==> config.mk <==
export PLATFORM = sky130hd
export DESIGN_NAME = bf16_prod_node_seq
export DESIGN_NICKNAME = d
export VERILOG_FILES = /design/src/rtl/prod_node_pkg.sv /design/src/rtl/bf16_prod_node_seq.sv
export SDC_FILE = /design/constraint.sdc
export NUM_CORES = 1
export LEC_CHECK = 0
export ABC_AREA = 0
export ABC_CLOCK_PERIOD_IN_PS = 2500
export BUFFER_PORTS_ARGS = -buffer_cell sky130_fd_sc_hd__buf_2
export CORE_AREA = 2 2 110 112
export CTS_BUF_LIST = sky130_fd_sc_hd__clkbuf_4 sky130_fd_sc_hd__clkbuf_8
export DETAILED_ROUTE_END_ITERATION = 7
export DIE_AREA = 0 0 112 114
export GPL_TIMING_DRIVEN = 0
export SLEW_MARGIN = 25
export SYNTH_ARGS = -nofsm -noshare
export SYNTH_HDL_FRONTEND = slang
export SYNTH_SLANG_ARGS = --single-unit
==> constraint.sdc <==
create_clock -name clk -period 2.5 [get_ports clk]
set_clock_uncertainty 0.1 [all_clocks]
set_input_delay 0.375 -clock clk [delete_from_list [all_inputs] [get_ports clk]]
set_output_delay 0.375 -clock clk [all_outputs]
set_load 0.005 [all_outputs]
==> src/rtl/prod_node_pkg.sv <==
// Shared types and BF16 field layout for the serial BF16 product node.
package prod_node_pkg;

  typedef enum logic [2:0] {
    IDLE  = 3'd0,
    ACC   = 3'd1,
    ISSUE = 3'd2,
    WAIT  = 3'd3,
    OUT   = 3'd4
  } state_t;

  localparam int BF16_SIGN   = 15;
  localparam int BF16_EXP_HI = 14;
  localparam int BF16_EXP_LO = 7;
  localparam int BF16_MAN_HI = 6;
  localparam int BF16_MAN_LO = 0;

  localparam int DEF_MUL_LAT = 3;

  // A zero exponent field covers both signed zeros and subnormals.
  function automatic logic bf16_exp_zero(input logic [15:0] v);
    return v[BF16_EXP_HI:BF16_EXP_LO] == '0;
  endfunction

endpackage

==> src/rtl/bf16_prod_node_seq.sv <==
// Serial BF16 product of a node's children using one external fixed-latency multiplier.
// Optional PROD_NODE_ZERO_SKIP_EN: stop issuing multiplies once the running product is zero.
module bf16_prod_node_seq
  import prod_node_pkg::*;
#(
  parameter int MUL_LAT = DEF_MUL_LAT,
  parameter int CNT_W   = 8
) (
  input  logic             clk,
  input  logic             rst,
  input  logic [15:0]      in_data,
  input  logic             in_stb,
  input  logic             in_last,
  output logic             in_ack,
  output logic [31:0]      mul_operands,
  output logic             mul_stb,
  input  logic [15:0]      mul_z,
  input  logic             mul_z_stb,
  output logic [15:0]      out_z,
  output logic [CNT_W-1:0] out_cnt,
  output logic             out_stb,
  input  logic             out_ack,
  output logic             lat_err
);

  localparam int LW = $clog2(MUL_LAT) + 1;
  localparam logic [LW-1:0] LAT_LAST = LW'(MUL_LAT - 1);

  state_t           state;
  logic [15:0]      acc;
  logic [15:0]      x;
  logic             last;
  logic [CNT_W-1:0] cnt;
  logic [LW-1:0]    lat_cnt;
  logic             seen_stb;

  function automatic logic [CNT_W-1:0] sat_inc(input logic [CNT_W-1:0] v);
    return (v == '1) ? v : v + 1'b1;
  endfunction

  assign in_ack       = (state == IDLE) || (state == ACC);
  assign mul_operands = {acc, x};

  always_ff @(posedge clk or posedge rst) begin
    if (rst) begin
      state    <= IDLE;
      acc      <= '0;
      x        <= '0;
      last     <= 1'b0;
      cnt      <= '0;
      lat_cnt  <= '0;
      seen_stb <= 1'b0;
      mul_stb  <= 1'b0;
      out_z    <= '0;
      out_cnt  <= '0;
      out_stb  <= 1'b0;
      lat_err  <= 1'b0;
    end else begin
      case (state)
        IDLE: begin
          if (in_stb) begin
            acc <= in_data;
            cnt <= CNT_W'(1);
            if (in_last) begin
              out_z   <= in_data;
              out_cnt <= CNT_W'(1);
              out_stb <= 1'b1;
              state   <= OUT;
            end else begin
              state <= ACC;
            end
          end
        end

        ACC: begin
          if (in_stb) begin
            cnt <= sat_inc(cnt);
`ifdef PROD_NODE_ZERO_SKIP_EN
            if (bf16_exp_zero(acc)) begin
              // Product is already zero: absorb the child without a multiply.
              if (in_last) begin
                out_z   <= acc;
                out_cnt <= sat_inc(cnt);
                out_stb <= 1'b1;
                state   <= OUT;
              end
            end else begin
              x       <= in_data;
              last    <= in_last;
              mul_stb <= 1'b1;
              state   <= ISSUE;
            end
`else
            x       <= in_data;
            last    <= in_last;
            mul_stb <= 1'b1;
            state   <= ISSUE;
`endif
          end
        end

        ISSUE: begin
          mul_stb  <= 1'b0;
          lat_cnt  <= '0;
          seen_stb <= 1'b0;
          state    <= WAIT;
        end

        WAIT: begin
          lat_cnt <= lat_cnt + 1'b1;
          if (mul_z_stb) seen_stb <= 1'b1;
          // Capture is time-based; a missing strobe is only flagged, never waited for.
          if (lat_cnt == LAT_LAST) begin
            acc <= mul_z;
            if (!(seen_stb || mul_z_stb)) lat_err <= 1'b1;
            if (last) begin
              out_z   <= mul_z;
              out_cnt <= cnt;
              out_stb <= 1'b1;
              state   <= OUT;
            end else begin
              state <= ACC;
            end
          end
        end

        OUT: begin
          if (out_ack) begin
            out_stb <= 1'b0;
            state   <= IDLE;
          end
        end

        default: state <= IDLE;
      endcase
    end
  end

endmodule
==> flow_metrics.tcl <==
set metrics [dict create \
    crit_path_start_kind "flip-flop" \
    io_buffers 97 \
    hold_class "primary input to flip-flop" \
    hold_violations 0 \
    syn_avg_cell_area_um2 11.4 \
    path_clk_slew_ps 80 \
    syn-cell-area_um2 3380 \
    fin_crit_sh 0.931 \
    fillCellCount 1248 \
    ys_ff_latch 75 \
    dp_hpwl_um 5750 \
    mostFrequentLayoutCells "buf_2, dfrtp_1, nand2_1" \
    n_antenna_cell 0 \
    period_minus_slack_ps 2330 \
    dr.pass1.iters 4 \
    clock-sinks 75 \
    dieArea_um2 12800 \
    endpoint_kind "flip-flop" \
    cp.required_ps 2650 \
    hold_start "in_data[10]" \
    wl_per_cell_um 14.6 \
    min_to "x[10]" \
    grt_max_degree 39 \
    layout_commonest_cell "buf_2" \
    syn_inst 297 \
    ir_drop_mv 0.501 \
    first_iter_violations 80 \
    grt_pass1_wl_um 13500 \
    core-area_um2 11700 \
    final_util 0.366 \
    drv_slew 0 \
    synth_area_leader_cell "dfrtp_1" \
    drive_above_1_share 0.417 \
    die_h_um 114 \
    timing.rr.start "state[0]" \
    status "complete, no violations" \
    multi_input_area_um2 1400 \
    drt-total-wl_um 8140 \
    vias 2554 \
    synth.area.top_cells "dfrtp_1, mux2_2, nand2_1" \
    final.setup.tns_ps 0 \
    gr-total-overflow 0 \
    grt_pass1_vias 2612 \
    grtUsageTotal 0.138 \
    start_util 0.289 \
    clock_path_buffers 2 \
    max_freq_ghz 0.430 \
    ys_seq_area_frac 0.555 \
    remaining_drc_errors 0 \
    leakage_nw 2.16 \
    root_buffer "clkbuf_8" \
    synth.distinct_cells 40 \
    ff2ff_path_depth 5 \
    htree_levels 3 \
    numCtsBuffers 9 \
    antenna_found_initial 0 \
    yosys.area.top_type_share 0.555 \
    rows 40 \
    ys_warn_count 0 \
    fp.dieW_um 112 \
    area_delta_synth_final_pct 26.9 \
    clk_latency_ps 360 \
    setup_viol 0 \
    hold_ws_ps 108 \
    synth.net_count 338 \
    cp.arrival_ps 2480 \
    hold_depth 3 \
    final_nets 448 \
    cts_tree "built" \
    io_pins 98 \
    worst-setup-path-type "flip-flop to flip-flop" \
    crit_fanout 10 \
    rsz0062_at_grt "false" \
    p_per_area_nw_per_um2 1210 \
    seq_area_um2 1880 \
    postRouteAntennaNets 0 \
    reg2reg_slack_ps 170 \
    drv_cap 0 \
    worst_pin_slew_ps 719 \
    gp_congestion 0.784 \
    vias_per_cell 4.57 \
    reg2reg_to "acc[10]" \
    relSlewSlack 0.521 \
]
==> Yosys cell counts (all sizes together) <==
cell	n
nor3b	1
nand3b	2
dfrtp	75
inv	14
ha	3
a21oi	7
or3	1
nor4	1
mux2i	9
nand4b	1
clkbuf	9
a22o	2
and4	1
mux2	48
o31ai	2
or2	1
o211ai	1
a22oi	1
and3	3
nor2	9
nand2	70
or3b	2
o221ai	1
a31oi	2
a211o	1
nand3	3
nand4	2
nor2b	3
a21bo	1
o22ai	1
o21ai	14
buf	3
a31o	1
nand4bb	1
nand2b	1
==> critical path, cell delays in order, from the launching register on <==
cell and delay (ps):
dfrtp_1 430, clkbuf_1 260, nand3b_1 170, clkbuf_1 560, mux2_2 420, mux2_2 260
==> timing repair <==
item	CTS	global route
gates resized for setup	0	0
hold endpoints to repair	37	0
hold buffers	1	0
setup buffers	0	0
==> metrics by stage <==
stage | setup WS, ps | instances | area (um^2) | total power, mW
finish | 173 | 559 | 4290 | 5.19
global route | 9.22 | 559 | 4290 | 5.62
CTS | 138 | 559 | 4290 | 5.29
detailed placement | 62.9 | 542 | 4070 | 4.28
global placement | -864 | 541 | 4050 | 4.21
floorplan | 115 | 297 | 3380 | 3.41
==> metal layers <==
metal | vias up | routed length [um] | global-route usage
met5 | - | 0 | 0
met4 | 0 | 160 | 0.0659
met3 | 14 | 515 | 0.0478
met2 | 68 | 3710 | 0.211
met1 | 1239 | 3760 | 0.177
li1 | 1233 | - | -
==> cell families (layout without fill, tap and decap cells) <==
family / count (synthesis) / in the layout / synth area share
adder cells (fa/ha/maj): 3 / 3 / 0.0111
multiplexers: 57 / 57 / 0.198
AND/OR/NAND/NOR: 102 / 102 / 0.135
flip-flops: 75 / 75 / 0.555
AO/OA/AOI/OAI: 34 / 34 / 0.0699
buffers and inverters: 26 / 141 / 0.0318
==> registers in the layout, summed over array words and instances, names as in the netlist, 3 cells and up <==
name	count
cnt	8
out_cnt	8
acc	16
out_z	16
state	3
x	16
lat_cnt	3
==> final cells by class <==
type	instances	area share
Multi-Input combinational cell	196	0.326
Tap cell	147	0.0429
Inverter	14	0.0128
Clock inverter	4	0.0114
Clock buffer	12	0.0370
Buffer	12	0.0128
Timing Repair Buffer	99	0.120
Sequential cell	75	0.437
==> where the power goes <==
part / internal (mW) / switching (mW)
logic: 1.11 / 1.07
clock network: 0.525 / 0.457
registers: 1.74 / 0.300
total: 3.37 / 1.83
==> worst max path at each step <==
stage | from | end | slack (ps) | cells after the start
after floorplan | rst | acc[0] | 120 | 1
after global placement | rst | out_z[0] | -860 | 2
after global routing | state[0] | out_z[14] | 9 | 5
final | state[0] | acc[10] | 170 | 5
after detailed placement | in_stb | out_z[6] | 60 | 6
after CTS | state[0] | out_z[0] | 140 | 5
No activity file was read; power rests on OpenSTA's default activity.
